**src/rtl/dma_mem_pkg.sv**
```systemverilog
// dma_mem_pkg: shared state encoding and default geometry for the DMA memory responder.
package dma_mem_pkg;
   typedef enum logic [1:0] {
      IDLE   = 2'd0,
      WAIT   = 2'd1,
      ACCESS = 2'd2,
      HOLD   = 2'd3
   } state_t;
   localparam int DEF_AW = 4;
   localparam int DEF_DW = 8;
endpackage

```
**src/rtl/dma_sram_array.sv**
```systemverilog
// dma_sram_array: 2**AW x DW storage, one write port and one registered read port, no reset.
module dma_sram_array #(
   parameter int AW = 4,
   parameter int DW = 8
) (
   input  logic          clk,
   input  logic          we,
   input  logic [AW-1:0] waddr,
   input  logic [DW-1:0] wdata,
   input  logic          re,
   input  logic [AW-1:0] raddr,
   output logic [DW-1:0] rdata
);
   logic [DW-1:0] mem [2**AW];
   always_ff @(posedge clk) begin
      if (we) mem[waddr] <= wdata;
      if (re) rdata <= mem[raddr];
   end
endmodule

```
**src/rtl/dma_mem_responder.sv**
```systemverilog
// dma_mem_responder: memory-side responder with wait states, level ready handshake,
// backdoor load port and saturating access counters.
module dma_mem_responder
   import dma_mem_pkg::*;
#(
   parameter int AW          = DEF_AW,
   parameter int DW          = DEF_DW,
   parameter int WAIT_STATES = 0,
   parameter int CNT_W       = 16
) (
   input  logic             clk,
   input  logic             rst_n,
   input  logic             mem_ce_n,
   input  logic             mem_we_n,
   input  logic [AW-1:0]    mem_addr,
   input  logic [DW-1:0]    mem_data_in,
   output logic [DW-1:0]    mem_data_out,
   output logic             mem_ready,
   input  logic             ld_en,
   input  logic [AW-1:0]    ld_addr,
   input  logic [DW-1:0]    ld_data,
   output logic             ld_err,
   output logic [CNT_W-1:0] rd_count,
   output logic [CNT_W-1:0] wr_count
);
   localparam logic [3:0] WS_M1 = 4'(WAIT_STATES - 1);

   state_t        state;
   logic [AW-1:0] addr_q;
   logic          we_n_q;
   logic [DW-1:0] data_q;
   logic [3:0]    wait_cnt;
   logic          idle_free, arr_we, arr_re;
   logic [AW-1:0] arr_waddr, arr_raddr;
   logic [DW-1:0] arr_wdata, arr_rdata;

   assign idle_free = state == IDLE && mem_ce_n;
   // The registered read is launched on the edge that enters ACCESS so its data is ready there.
   assign arr_re    = (state == IDLE && !mem_ce_n && mem_we_n && WAIT_STATES == 0) ||
                      (state == WAIT && wait_cnt == 4'd0 && we_n_q);
   assign arr_raddr = state == IDLE ? mem_addr : addr_q;
   assign arr_we    = (state == ACCESS && !we_n_q) || (idle_free && ld_en);
   assign arr_waddr = state == ACCESS ? addr_q : ld_addr;
   assign arr_wdata = state == ACCESS ? data_q : ld_data;

   dma_sram_array #(.AW(AW), .DW(DW)) u_array (
      .clk   (clk),
      .we    (arr_we),
      .waddr (arr_waddr),
      .wdata (arr_wdata),
      .re    (arr_re),
      .raddr (arr_raddr),
      .rdata (arr_rdata)
   );

   always_ff @(posedge clk or negedge rst_n) begin
      if (!rst_n) begin
         state        <= IDLE;
         addr_q       <= '0;
         we_n_q       <= 1'b1;
         data_q       <= '0;
         wait_cnt     <= '0;
         mem_data_out <= '0;
         mem_ready    <= 1'b0;
         ld_err       <= 1'b0;
         rd_count     <= '0;
         wr_count     <= '0;
      end else begin
         ld_err <= ld_en && !idle_free;
         case (state)
            IDLE: if (!mem_ce_n) begin
               addr_q   <= mem_addr;
               we_n_q   <= mem_we_n;
               data_q   <= mem_data_in;
               wait_cnt <= WS_M1;
               state    <= WAIT_STATES == 0 ? ACCESS : WAIT;
            end
            WAIT: begin
               wait_cnt <= wait_cnt - 4'd1;
               if (wait_cnt == 4'd0) state <= ACCESS;
            end
            ACCESS: begin
               if (we_n_q) begin
                  mem_data_out <= arr_rdata;
                  rd_count     <= rd_count + CNT_W'(rd_count != '1);
               end else
                  wr_count <= wr_count + CNT_W'(wr_count != '1);
               mem_ready <= 1'b1;
               state     <= HOLD;
            end
            HOLD: if (mem_ce_n) begin
               mem_ready <= 1'b0;
               state     <= IDLE;
            end
            default: state <= IDLE;
         endcase
      end
   end
endmodule

```
**config.mk**
```make
export PLATFORM = sky130hd
export DESIGN_NAME = dma_mem_responder
export DESIGN_NICKNAME = d
export VERILOG_FILES = /design/src/rtl/dma_mem_pkg.sv /design/src/rtl/dma_sram_array.sv /design/src/rtl/dma_mem_responder.sv
export SDC_FILE = /design/constraint.sdc
export NUM_CORES = 1
export LEC_CHECK = 0
export ABC_AREA = 0
export CORE_MARGIN = 8
export CORE_UTILIZATION = 35
export CTS_CLUSTER_DIAMETER = 200
export DETAILED_ROUTE_END_ITERATION = 7
export GPL_TIMING_DRIVEN = 1
export MAX_ROUTING_LAYER = met4
export SLEW_MARGIN = 20
export SYNTH_ARGS = -nofsm -noshare
export SYNTH_HDL_FRONTEND = slang
export SYNTH_SLANG_ARGS = --single-unit
export TNS_END_PERCENT = 20
```
**constraint.sdc**
```tcl
create_clock -name clk -period 4.95 [get_ports clk]
set_input_delay 0.99 -clock clk [delete_from_list [all_inputs] [get_ports clk]]
set_output_delay 0.99 -clock clk [all_outputs]
set_load 0.05 [all_outputs]
```
After elaboration in Yosys (flattened, before gate mapping):

Memories as Yosys holds them, arrays and structs flattened. A register that Yosys moved wholly into a read port is not among the register bits.
Index checks and enable logic that the tools add are counted.

* register bits: 61
* memories kept: 1
* bits of input ports: 29
* output and inout bits: 42
* word-level logic and storage cells: 60
* memory bits (writable): 128

Memories
* u_array.mem: depth 16, bits a word 8, read ports 1, clocked after memory_dff 1, wr ports 1, RTL line dma_sram_array.sv:14 `logic [DW-1:0] mem [2**AW];`

* eq/ne operators: 8
* bitwise gates (word level): 2
* reductions and logical operators: 23
* muxes and demuxes: 13
* add/subtract/negate cells: 3

Operators by type and width (number)
* adder 16 x 1 -> 16 bit: 2
* inequality test 16 bit, second input constant: 2
* 2-to-1 mux 4 bit: 3
* AND reduction 2 bit: 5
* logical AND 1 bit: 8
* 2-to-1 mux 8 bit: 1
* one-hot mux 2 bit (4 select lines): 1
* one-hot mux 4 bit (2 select lines): 1
* 2-to-1 mux 2 bit: 3
* == test 2 bit, second input constant: 2
* zero test 4 bit: 1
* inequality test 2 bit, second input constant: 2
* nonzero test 2 bit: 2
* subtractor 4 x 1 -> 4 bit, second input constant: 1
* zero test 1 bit: 3
* 2-to-1 mux 1 bit: 3
* AND reduction 3 bit: 1
* == test 2 x 1 -> 1 bit, second input constant: 1
* zero test 2 bit: 1
* logical OR 1 bit: 2
* inequality test 2 x 1 -> 1 bit, second input constant: 1
* inverter 1 bit: 2
* one-hot mux 1 bit (2 select lines): 1

Logic depth before layout (Yosys ltp):

* depth after elaboration: 6
* gate-level depth with buffers: 9
* gate-level depth less buffers: 9

Modules after synthesis:

A second synthesis with hierarchy kept.

* cell total of the unflattened synthesis: 501
* area, all modules: 8142.8 um2

Modules (own cells, without submodules)
* dma_sram_array: instances 1, seq. area each 4083.9 um2, area each 5227.5 um2, cells each 229
* dma_mem_responder: instances 1, seq. area each 1527.7 um2, area each 2915.3 um2, cells each 272

Least setup slack after synthesis:

OpenSTA, ideal clock, no wires.

* path type: input port to flip-flop
* start: in mem_addr[0]
* end: reg u_array.rdata[6], read port of u_array.mem (data pin)
* path buffers: 4
* slack: 2174 ps
* cell stages on the path: 9
* library setup time: 131 ps
* required time: 4819 ps
* data arrival time: 2645 ps
* path through: buf_6 > or3b_1 > clkbuf_2 > and2_4 > buf_6 > buf_8 > o211a_1 > a2111oi_2 > a22o_2

* word-level cells in the longest chain between the ends: 1

RTL lines
* start, declared: RTL line dma_mem_responder.sv:15 `input logic [AW-1:0] mem_addr,`
* 2-to-1 mux 4 bit: RTL line dma_mem_responder.sv:41 `assign arr_raddr = state == IDLE ? mem_addr : addr_q;`
* end, declared: RTL line dma_sram_array.sv:12 `output logic [DW-1:0] rdata`

No other way between the ends.
A chain may end at the register's enable or synchronous reset.

Worst setup path in the final report:

* start: in mem_addr[0]
* end: reg u_array.rdata[5], read port of u_array.mem (data pin)

The elaborated chain is that of the path after synthesis.

==> results.sh <==
export IMPL_r2r_cells=6
export IMPL_fmaxAchievable_mhz=259
export IMPL_crit_chain="clkdlybuf4s50_1, or3b_1, nand2_1, a211oi_1, a2111oi_0, a22o_1"
export IMPL_synthAdderAreaFrac_pct=1.03
export IMPL_htreeDepth=4
export IMPL_yosys_cell_types_count=51
export IMPL_cts_hold_buffers_added=0
export IMPL_arrival_ns=4.17
export IMPL_drt_first_iter_violations=443
export IMPL_yosysTopAreaCellShare_pct=48.1
export IMPL_timing_rr_end="u_array.rdata[2]"
export IMPL_synthMuxAreaShare_pct=10.0
export IMPL_sw_frac_of_total_pct=37.1
export IMPL_cts_tree="built"
export IMPL_p_leak_nw=3.76
export IMPL_crit_path_max_fanout=23
export IMPL_grt_remaining_overflow=0
export IMPL_dr_total_vias=5331
export IMPL_globalRoute_busiestLayer="met2"
export IMPL_crit_path_start="mem_addr[0]"
export IMPL_total_power_mw=6.01
export IMPL_ir_drop_mv=0.238
export IMPL_combPwrFrac_pct=35.9
export IMPL_yosys_cell_count_top_type="edfxtp_1"
export IMPL_firstDrtPassIters=5
export IMPL_ant_nets=0
export IMPL_dp_hpwl_mm=14.6
export IMPL_finalCriticalPeriod_ns=3.87
export IMPL_tightest_slew_ns=1.05
export IMPL_start_util_pct=35.3
export IMPL_numPlacedInstances=987
export IMPL_cts_buffer_depth=2
export IMPL_nets=718
export IMPL_first_global_vias=5520
export IMPL_fp_dieArea_mm2=0.0295
export IMPL_dieWidth_um=172
export IMPL_die_h_um=172
export IMPL_gp_congestion=0.921
export IMPL_hold_class="flop to flop"
export IMPL_cts_resized=0
export IMPL_crit_type="primary input to flop"
export IMPL_vias_per_cell=5.23
export IMPL_synth_top_area_cell="edfxtp_1"
export IMPL_synth_async_reset_ratio_pct=31.0
export IMPL_timing_setup_tns_ns=0
export IMPL_rows=57
export IMPL_hp_start="u_array.rdata[0]"
export IMPL_avgSynthCellArea_um2=13.7
export IMPL_r2r_slack_ns=1.44
export IMPL_reg2reg_from="state[1]"
export IMPL_grt_max_degree=62
export IMPL_antenna_found_initial=0
export IMPL_p_clk_share_pct=24.6
export IMPL_io_buffers=70
export IMPL_synth_seq_cells=197
export IMPL_worstSetupEndpointType="flop"
export IMPL_final_layout_size_suffix_gt1_share_pct=10.9
export IMPL_drt_total_wl_mm=20.9
export IMPL_syn_num_nets=654
export IMPL_rsz0062_at_grt="no"
export IMPL_synth_warnings=0
export IMPL_cts_root_buf="clkbuf_16"
export IMPL_maxCapViolCount=0
export IMPL_p_sw_mw=2.23
export IMPL_hold_path_depth=1
export IMPL_fin_worst_skew_ns=0.00932
export IMPL_final_cells=1019
export IMPL_whs_ns=0.481
export IMPL_required_ns=5.25
export IMPL_synth_xor_area_share_pct=2.89
export IMPL_synth_top_family_by_area="simple AND/OR/NAND/NOR gates"
export IMPL_drcViolationCount=0
export IMPL_hold_viol_final=0
export IMPL_finalSetupViolations=0
export IMPL_synthCells=618
export IMPL_grt_usage_pct=14.9
export IMPL_yosys_area_share_simple_pct=11.1
export IMPL_outcome="complete, no violations"
export IMPL_grt_pass1_wl_mm=31.8
export IMPL_diodes=0
export IMPL_min_period_over_period_pct=78.1
export IMPL_slew_viol_final=0
export IMPL_synth_compound_area_share_pct=6.71
export IMPL_wl_per_cell_um=20.5
export IMPL_io_pin_count=71
export IMPL_insertion_delay_ns=0.44
export IMPL_grt_use_met2_pct=25.2
export IMPL_cp_slowest_cell="clkdlybuf4s50_1"
export IMPL_seq_area_frac_synth_pct=66.1
export IMPL_post_cts_setup_buffers=0
export IMPL_p_per_area_mw_per_mm2=593
export IMPL_cts_buffers=17
export IMPL_ys_flop_type="edfxtp_1"
export IMPL_netlist_top_cells_area="edfxtp_1 48%, dfrtp_1 18%, mux2i_1 6.8%"
export IMPL_crit_path_start_kind="primary input"
export IMPL_slew_headroom_pct=29.9
export IMPL_grtUsageMet3_pct=3.72
export IMPL_clk_pin_slew_ns=0.07
export IMPL_grt_use_met1_pct=16.7
export IMPL_seq_power_share_pct=39.5
export IMPL_slowest_delay_ns=0.86
export IMPL_synth_edf_count=136
export IMPL_p_int_mw=3.78
export IMPL_netlist_area_mm2=0.00849
export IMPL_synth_commonest_cells="136 x edfxtp_1, 60 x dfrtp_1, 58 x mux2i_1"
export IMPL_min_to="mem_data_out[0]"
export IMPL_core_area_mm2=0.0240
export IMPL_area_growth_pct=19.4
export IMPL_cts_sinks=197
-- final cells by class --
type	count	area, µm²
clock inverters	13	198
multi-input cells	383	2730
fillers	2213	13900
inverters	9	33.8
flip-flops and latches	197	5610
clock buffers	19	433
repair buffers	74	726
well taps	324	405
-- power groups by stage --
| stage | registers, mW | clock network (mW) | logic, mW |
|---|---|---|---|
| floorplan | 2.53 | 0 | 1.32 |
| global placement | 2.40 | 0 | 2.12 |
| detailed placement | 2.41 | 0 | 2.17 |
| CTS | 2.38 | 1.49 | 2.17 |
| global route | 2.41 | 1.56 | 2.33 |
| finish | 2.38 | 1.48 | 2.16 |
-- metal layers --
| metal | share of wire, % | vias up |
|---|---|---|
| met5 | 0 | - |
| met4 | 3.2 | 0 |
| met3 | 7.2 | 38 |
| met2 | 50 | 163 |
| met1 | 40 | 2672 |
| li1 | - | 2458 |
-- sequential cells by signal (all words and copies together) (netlist names) --
signal and flops:
mem_ready 1, rd_count 16, mem_data_out 8, u_array.rdata 8, wait_cnt 4, ld_err 1, u_array.mem 128, data_q 8
state 2, addr_q 4, wr_count 16, we_n_q 1
-- worst max path at each step --
stage,end,slack [ns],cells past startpoint
3_5_place_dp,u_array.rdata[1],0.71,6
5_1_grt,u_array.rdata[0],0.92,6
2_1_floorplan,u_array.rdata[6],2.17,9
4_1_cts,u_array.rdata[1],1.17,6
3_3_place_gp,u_array.rdata[3],0.87,6
6_report,u_array.rdata[5],1.08,6
-- through the flow --
step	util, %	area (µm²)	setup WS (ns)
6_report	42.2	10100	1.08
5_1_grt	42.2	10100	0.923
4_1_cts	42.2	10100	1.17
3_5_place_dp	39.5	9500	0.711
3_3_place_gp	39.5	9500	0.875
2_1_floorplan	-	8490	2.17
-- worst max-delay path, delay by kind of cell --
kind	cells	cell delay (ns)
AND/OR/NAND/NOR	2	1.41
buffers and inverters	1	0.86
AO/OA/AOI/OAI	3	0.89
-- cell usage in the layout, fill, tap and decap left out, types with 3 or more instances in the layout --
master / n
edfxtp_1: 136
clkdlybuf4s50_1: 69
dfrtp_1: 60
mux2i_1: 57
nand2_1: 56
nor2_1: 48
mux2_2: 24
xnor2_1: 23
and3_1: 18
clkbuf_16: 17
o221ai_1: 16
nor3_1: 15
a211oi_1: 15
nand4_1: 11
nand3_1: 11
inv_1: 9
o21ai_0: 8
a2111oi_0: 7
a22o_1: 7
a21oi_1: 7
ha_1: 7
and3_2: 6
a31oi_1: 5
xor2_1: 5
and4_1: 4
bufinv_16: 4
buf_4: 4
a31oi_2: 3
nand3b_1: 3
inv_6: 3
-- kinds of logic (layout without fill, tap and decap cells) --
family          after synthesis  in the layout
flops                       197            197
simple gates                191            191
mux                          82             82
compound gates               75             75
buf+inv                      38            115
xor+xnor                     28             28
fa+ha+maj                     7              7
(Power assumes the default switching activity.)
==> patch 1 (same flow settings) <==
`DEF_DW`: 8 -> 7.
--- a/src/rtl/dma_mem_pkg.sv
+++ b/src/rtl/dma_mem_pkg.sv
@@ -9,3 +9,3 @@
    localparam int DEF_AW = 4;
-   localparam int DEF_DW = 8;
+   localparam int DEF_DW = 7;
 endpackage
Ports: changed (resized ld_data, mem_data_in and mem_data_out); port bits go from 71 to 68. No check against the original RTL was run, so the function may have changed too.
==> patch 1 against the unedited design <==
Area after synthesis shrank 9.7%; highest routed layer unchanged; cell count shrank 9.3%; power shrank 11%; wire length shrank 14%; setup slack gained 0.67 ns; cell area shrank 9.8%; sequential cell count shrank 19; critical endpoint is now u_array.rdata[1]$_DFFE_PP_; critical path depth is the same.
==> patch 1: results (changes against the unedited design) <==
[status]
outcome = finished, final reports clean  ; unchanged

[global_route]
antenna_found_initial = 0  ; unchanged
grt_pass1_vias = 5010  ; was 5520
grt_max_degree = 60  ; was 62
grt_pass1_wl_microns = 28400  ; was 31800 microns
track_usage_pct = 14.3  ; was 14.9%

[place]
io_buffer_count = 67  ; was 70
place_inst = 892  ; was 987
routabilityCongestion = 0.912  ; was 0.921
dp_hpwl_microns = 12600  ; was 14600 microns
placed_area_sq_mm = 0.00858  ; was 0.00950 sq mm

[synth]
synth.distinct_cells = 47  ; was 51
synth_common_cells = edfxtp_1 (119), dfrtp_1 (58), nand2_1 (55), nor2_1 (41), mux2i_1 (37)  ; was edfxtp_1 (136), dfrtp_1 (60), mux2i_1 (58), nand2_1 (56), nor2_1 (49)
syn_avg_cell_area_sq_um = 13.5  ; was 13.7 sq um
synth_seq_area_share_pct = 65.9  ; was 66.1%
ys_async_sr_fraction_pct = 33.1  ; was 31.0%
synth_area_leaders = edfxtp_1 (47%), dfrtp_1 (19%), mux2i_1 (4.8%)  ; was edfxtp_1 (48%), dfrtp_1 (18%), mux2i_1 (6.8%)
synth_edf_count = 119  ; was 136
yosys_warnings = 0  ; unchanged
ys.flop_type = edfxtp_1  ; unchanged
synth_fp_nets = 600  ; was 654

[worst_hold_path]
min_path_type = flop to flop  ; unchanged
hold_depth = 2  ; was 1
holdPathEnd = mem_ready$_DFFE_PN0P_  ; was mem_data_out[0]$_DFFE_PN0P_
min_from = mem_ready$_DFFE_PN0P_  ; was u_array.rdata[0]$_DFFE_PP_

[finish]
fillCellCount = 1956  ; was 2213
layout-drive-gt1-share_pct = 10.6  ; was 10.9%
multi_input_area_sq_mm = 0.00244  ; was 0.00273 sq mm
layout.nets = 665  ; was 718
largestRegisters = u_array.mem: 112 flops, rd_count: 16 flops, wr_count: 16 flops  ; was u_array.mem: 128 flops, rd_count: 16 flops, wr_count: 16 flops
instances_no_fill = 924  ; was 1019

[timing]
setup_viol_count_final = 0  ; unchanged
skew_ns = 0.0102  ; was 0.00932 ns
slew_headroom_pct = 36.1  ; was 29.9%

[worst_setup_path]
r2r-end = u_array.mem[3][1]$_DFFE_PP_  ; was u_array.rdata[2]$_DFFE_PP_
slowest_delay_ns = 0.61  ; was 0.86 ns
crit_arrival_ns = 3.50  ; was 4.17 ns
ff2ff_setup_slack_ns = 1.98  ; was 1.44 ns
cp_slowest_cell = and2_1  ; was clkdlybuf4s50_1
r2r_cells = 3  ; was 6
worstPathMaxFanout = 30  ; was 23

[clock_tree]
h-tree-depth = 4  ; unchanged
insertion_delay_ns = 0.43
cts_setup_buffers = 0  ; unchanged

[drt]
drt_iter0_drc = 359  ; was 443
wl_microns = 18000  ; was 20900 microns
vias = 4798  ; was 5331

[pwr]
max-vdd-ir-drop_mv = 0.282  ; was 0.238 mV
power.leakage_nw = 3.38  ; was 3.76 nW

-- patch 1: changes by cell type in the layout (fill, tap and decap cells not counted), moves of 7 or more --
| cell | before | now |
|---|---|---|
| nor3_1 | 15 | 8 |
| a21oi_1 | 7 | 14 |
| nor2_1 | 48 | 40 |
| nand3b_1 | 3 | 10 |
| a21o_1 | 0 | 7 |
| edfxtp_1 | 136 | 119 |
| mux2i_1 | 57 | 36 |
-- patch 1: cells by family (layout without fill, tap and decap cells) --
group                    Yosys count  in the layout  share of synthesized area [%]
AO/OA/AOI/OAI                     84             84                           8.00
XOR/XNOR                          28             28                           3.20
adder cells (fa/ha/maj)            7              7                           1.14
buffers and inverters             36            114                           2.48
flip-flops                       178            178                           65.9
multiplexers                      60             60                           8.21
AND/OR/NAND/NOR                  173            173                           11.1
-- patch 1: metrics by stage --
stage	hold slack, ns	power, mW	setup slack (ns)
2_1_floorplan	0.454	3.51	2.17
3_3_place_gp	0.461	4.09	1.52
3_5_place_dp	0.467	4.14	1.34
4_1_cts	0.483	5.41	1.78
5_1_grt	0.508	5.65	1.56
6_report	0.478	5.37	1.75
-- patch 1: worst max path at each step --
stage	start	end	slack, ns	cells after the start
global placement	mem_addr[0]	u_array.rdata[0]$_DFFE_PP_	1.52	6
CTS	mem_addr[0]	u_array.rdata[1]$_DFFE_PP_	1.78	6
finish	mem_addr[0]	u_array.rdata[1]$_DFFE_PP_	1.75	6
global route	mem_addr[0]	u_array.rdata[1]$_DFFE_PP_	1.56	6
floorplan	wr_count[8]$_DFFE_PN0P_	wr_count[12]$_DFFE_PN0P_	2.17	11
detailed placement	mem_addr[0]	u_array.rdata[1]$_DFFE_PP_	1.34	6
-- patch 1: routing by layer --
layer | vias to the layer above | part of all wire [%] | GRT usage (%)
met2 | 142 | 47 | 22.4
met3 | 29 | 6.0 | 3.33
met1 | 2380 | 44 | 17.4
met5 | - | 0 | -
met4 | 0 | 2.5 | 6.40
li1 | 2247 | - | -
-- patch 1: final cells by class --
class	count	share of cell area [%]
Sequential cell	178	55.3
Clock buffer	19	4.74
Inverter	10	0.411
Timing Repair Buffer	72	7.69
Tap cell	280	3.83
Multi-Input combinational cell	352	26.7
Clock inverter	13	1.38
-- patch 1: worst min-delay path, cell delays in order (launching register included) --
cell	delay, ns
dfrtp_1	0.34
nand2_1	0.05
nand2_1	0.05
-- patch 1: report_power, final --
part	switching, mW	internal, mW
registers	0.195	1.94
clock network	0.573	0.702
logic	1.25	0.702
total	2.02	3.35
==> patch 2 (same settings) <==
Made on the original files. Re-encode `state_t` (4 states) as one-hot, 4 bits wide.
--- a/src/rtl/dma_mem_pkg.sv
+++ b/src/rtl/dma_mem_pkg.sv
@@ -2,7 +2,7 @@
 package dma_mem_pkg;
-   typedef enum logic [1:0] {
-      IDLE   = 2'd0,
-      WAIT   = 2'd1,
-      ACCESS = 2'd2,
-      HOLD   = 2'd3
+   typedef enum logic [3:0] {
+      IDLE   = 4'b0001,
+      WAIT   = 4'b0010,
+      ACCESS = 4'b0100,
+      HOLD   = 4'b1000
    } state_t;
Formal check against the unedited RTL: no difference found for any inputs over 4 cycles, from zero or initial values and one cycle with rst_n low; so few cycles prove little.
==> patch 2 against the unedited design <==
Utilization down 0.065 points; wire length grew 1.9%; setup slack improved by 0.28 ns; power is 7.4% lower; area after synthesis is 3.5% higher; cell area increased by 3.4%; sequential cell count down 3; sequential power down 9.7%; worst hold slack lost 0.043 ns.
==> patch 2: results (changes against the unedited design) <==
[synth]
synth_common_cells = edfxtp_1 (136), nand2_1 (63), dfrtp_1 (56), nand2b_1 (34), nor2_1 (34)  ; was edfxtp_1 (136), dfrtp_1 (60), mux2i_1 (58), nand2_1 (56), nor2_1 (49)
synth_seq_area_share_pct = 63.0  ; was 66.1%
ys_async_sr_fraction_pct = 29.9  ; was 31.0%
synth_area_leaders = edfxtp_1 (46%), dfrtp_1 (16%), mux2_2 (3.2%)  ; was edfxtp_1 (48%), dfrtp_1 (18%), mux2i_1 (6.8%)
synth.distinct_cells = 45  ; was 51

[global_route]
grt_max_degree = 63  ; was 62
grt_pass1_wl_microns = 33000  ; was 31800 microns
grt_pass1_vias = 5542  ; was 5520
track_usage_pct = 14.4  ; was 14.9%

[place]
routabilityCongestion = 0.852  ; was 0.921
dp_hpwl_microns = 14600  ; about the same

[pwr]
power.leakage_nw = 3.76  ; about the same
p_sw_mw = 2.05  ; was 2.23 mW

[finish]
layout.nets = 783  ; was 718
seq_share_pct = 52.8  ; was 55.4%
n_all_buffers = 82  ; was 74
layout-drive-gt1-share_pct = 10.4  ; was 10.9%
multi_input_gates = 445  ; was 383
buffer_area_share_pct = 7.50  ; was 7.16%
inv_count = 8  ; was 9
multi_input_area_share_pct = 29.4  ; was 26.9%
fillCellCount = 2261  ; was 2213

[drt]
vias_per_cell = 5.21  ; was 5.23
drt_iter0_drc = 557  ; was 443

[worst_setup_path]
crit_family = multiplexers  ; was simple AND/OR/NAND/NOR gates
r2r-end = u_array.rdata[3]$_DFFE_PP_  ; was u_array.rdata[2]$_DFFE_PP_
cp_slowest_cell = dfstp_2  ; was clkdlybuf4s50_1
crit_start = state[0]$_DFFE_PN1P_  ; was mem_addr[0]
worstPathMaxFanout = 38  ; was 23
crit_arrival_ns = 3.75  ; was 4.17 ns

[worst_hold_path]
min_path_type = primary input to asynchronous set/reset pin  ; was flop to flop

[clock_tree]
cts.sinks = 194  ; was 197

[timing]
slew_headroom_pct = 38.4  ; was 29.9%
holdWs_ns = 0.438  ; was 0.481 ns
skew_ns = 0.00912  ; was 0.00932 ns

[status]
outcome = finished, final reports clean  ; unchanged

==> patch 2: cell count changes after synthesis, moves of 14 or more <==
| cell | change |
|---|---|
| nand3_1 | +19 |
| a311oi_1 | +14 |
| and3_1 | -14 |
| nand2b_1 | +32 |
| a21o_1 | +24 |
| nor2_1 | -15 |
| o221ai_1 | -16 |
| mux2i_1 | -30 |
==> patch 2: cells by family after synthesis <==
logic type / synth area share [%]
AOI/OAI and AO/OA: 9.05
xor gates and xnor gates: 2.79
adders and majority gates: 0.855
buffers and inverters: 2.18
DFF: 63.0
muxes: 7.45
and+or+nand+nor: 14.6
==> patch 2: metrics by stage <==
step | cell area [sq um] | utilization (%) | setup slack [ns] | total power [mW] | cells
after floorplan | 8780 | - | 2.30 | 3.51 | 684
after global placement | 9840 | 39.5 | 1.26 | 4.11 | 1059
after detailed placement | 9840 | 39.5 | 1.15 | 4.14 | 1059
final | 10500 | 42.1 | 1.37 | 5.56 | 1091
after CTS | 10500 | 42.1 | 1.32 | 5.59 | 1091
after global routing | 10500 | 42.1 | 1.09 | 5.82 | 1091
==> patch 2: per-layer routing <==
layer | vias to the layer above | GRT usage (%) | wire (microns)
met1 | 2816 | 18.7 | 9770
met2 | 176 | 22.3 | 10000
met4 | 0 | 4.35 | 333
li1 | 2674 | - | -
met3 | 20 | 3.17 | 1150
met5 | - | - | 0
==> patch 2: power by group through the flow <==
stage / clock (mW) / sequential [mW] / combinational (mW)
after global routing: 1.53 / 2.18 / 2.10
after global placement: 0 / 2.18 / 1.93
final: 1.46 / 2.15 / 1.95
after floorplan: 0 / 2.33 / 1.18
after CTS: 1.48 / 2.15 / 1.96
after detailed placement: 0 / 2.19 / 1.95
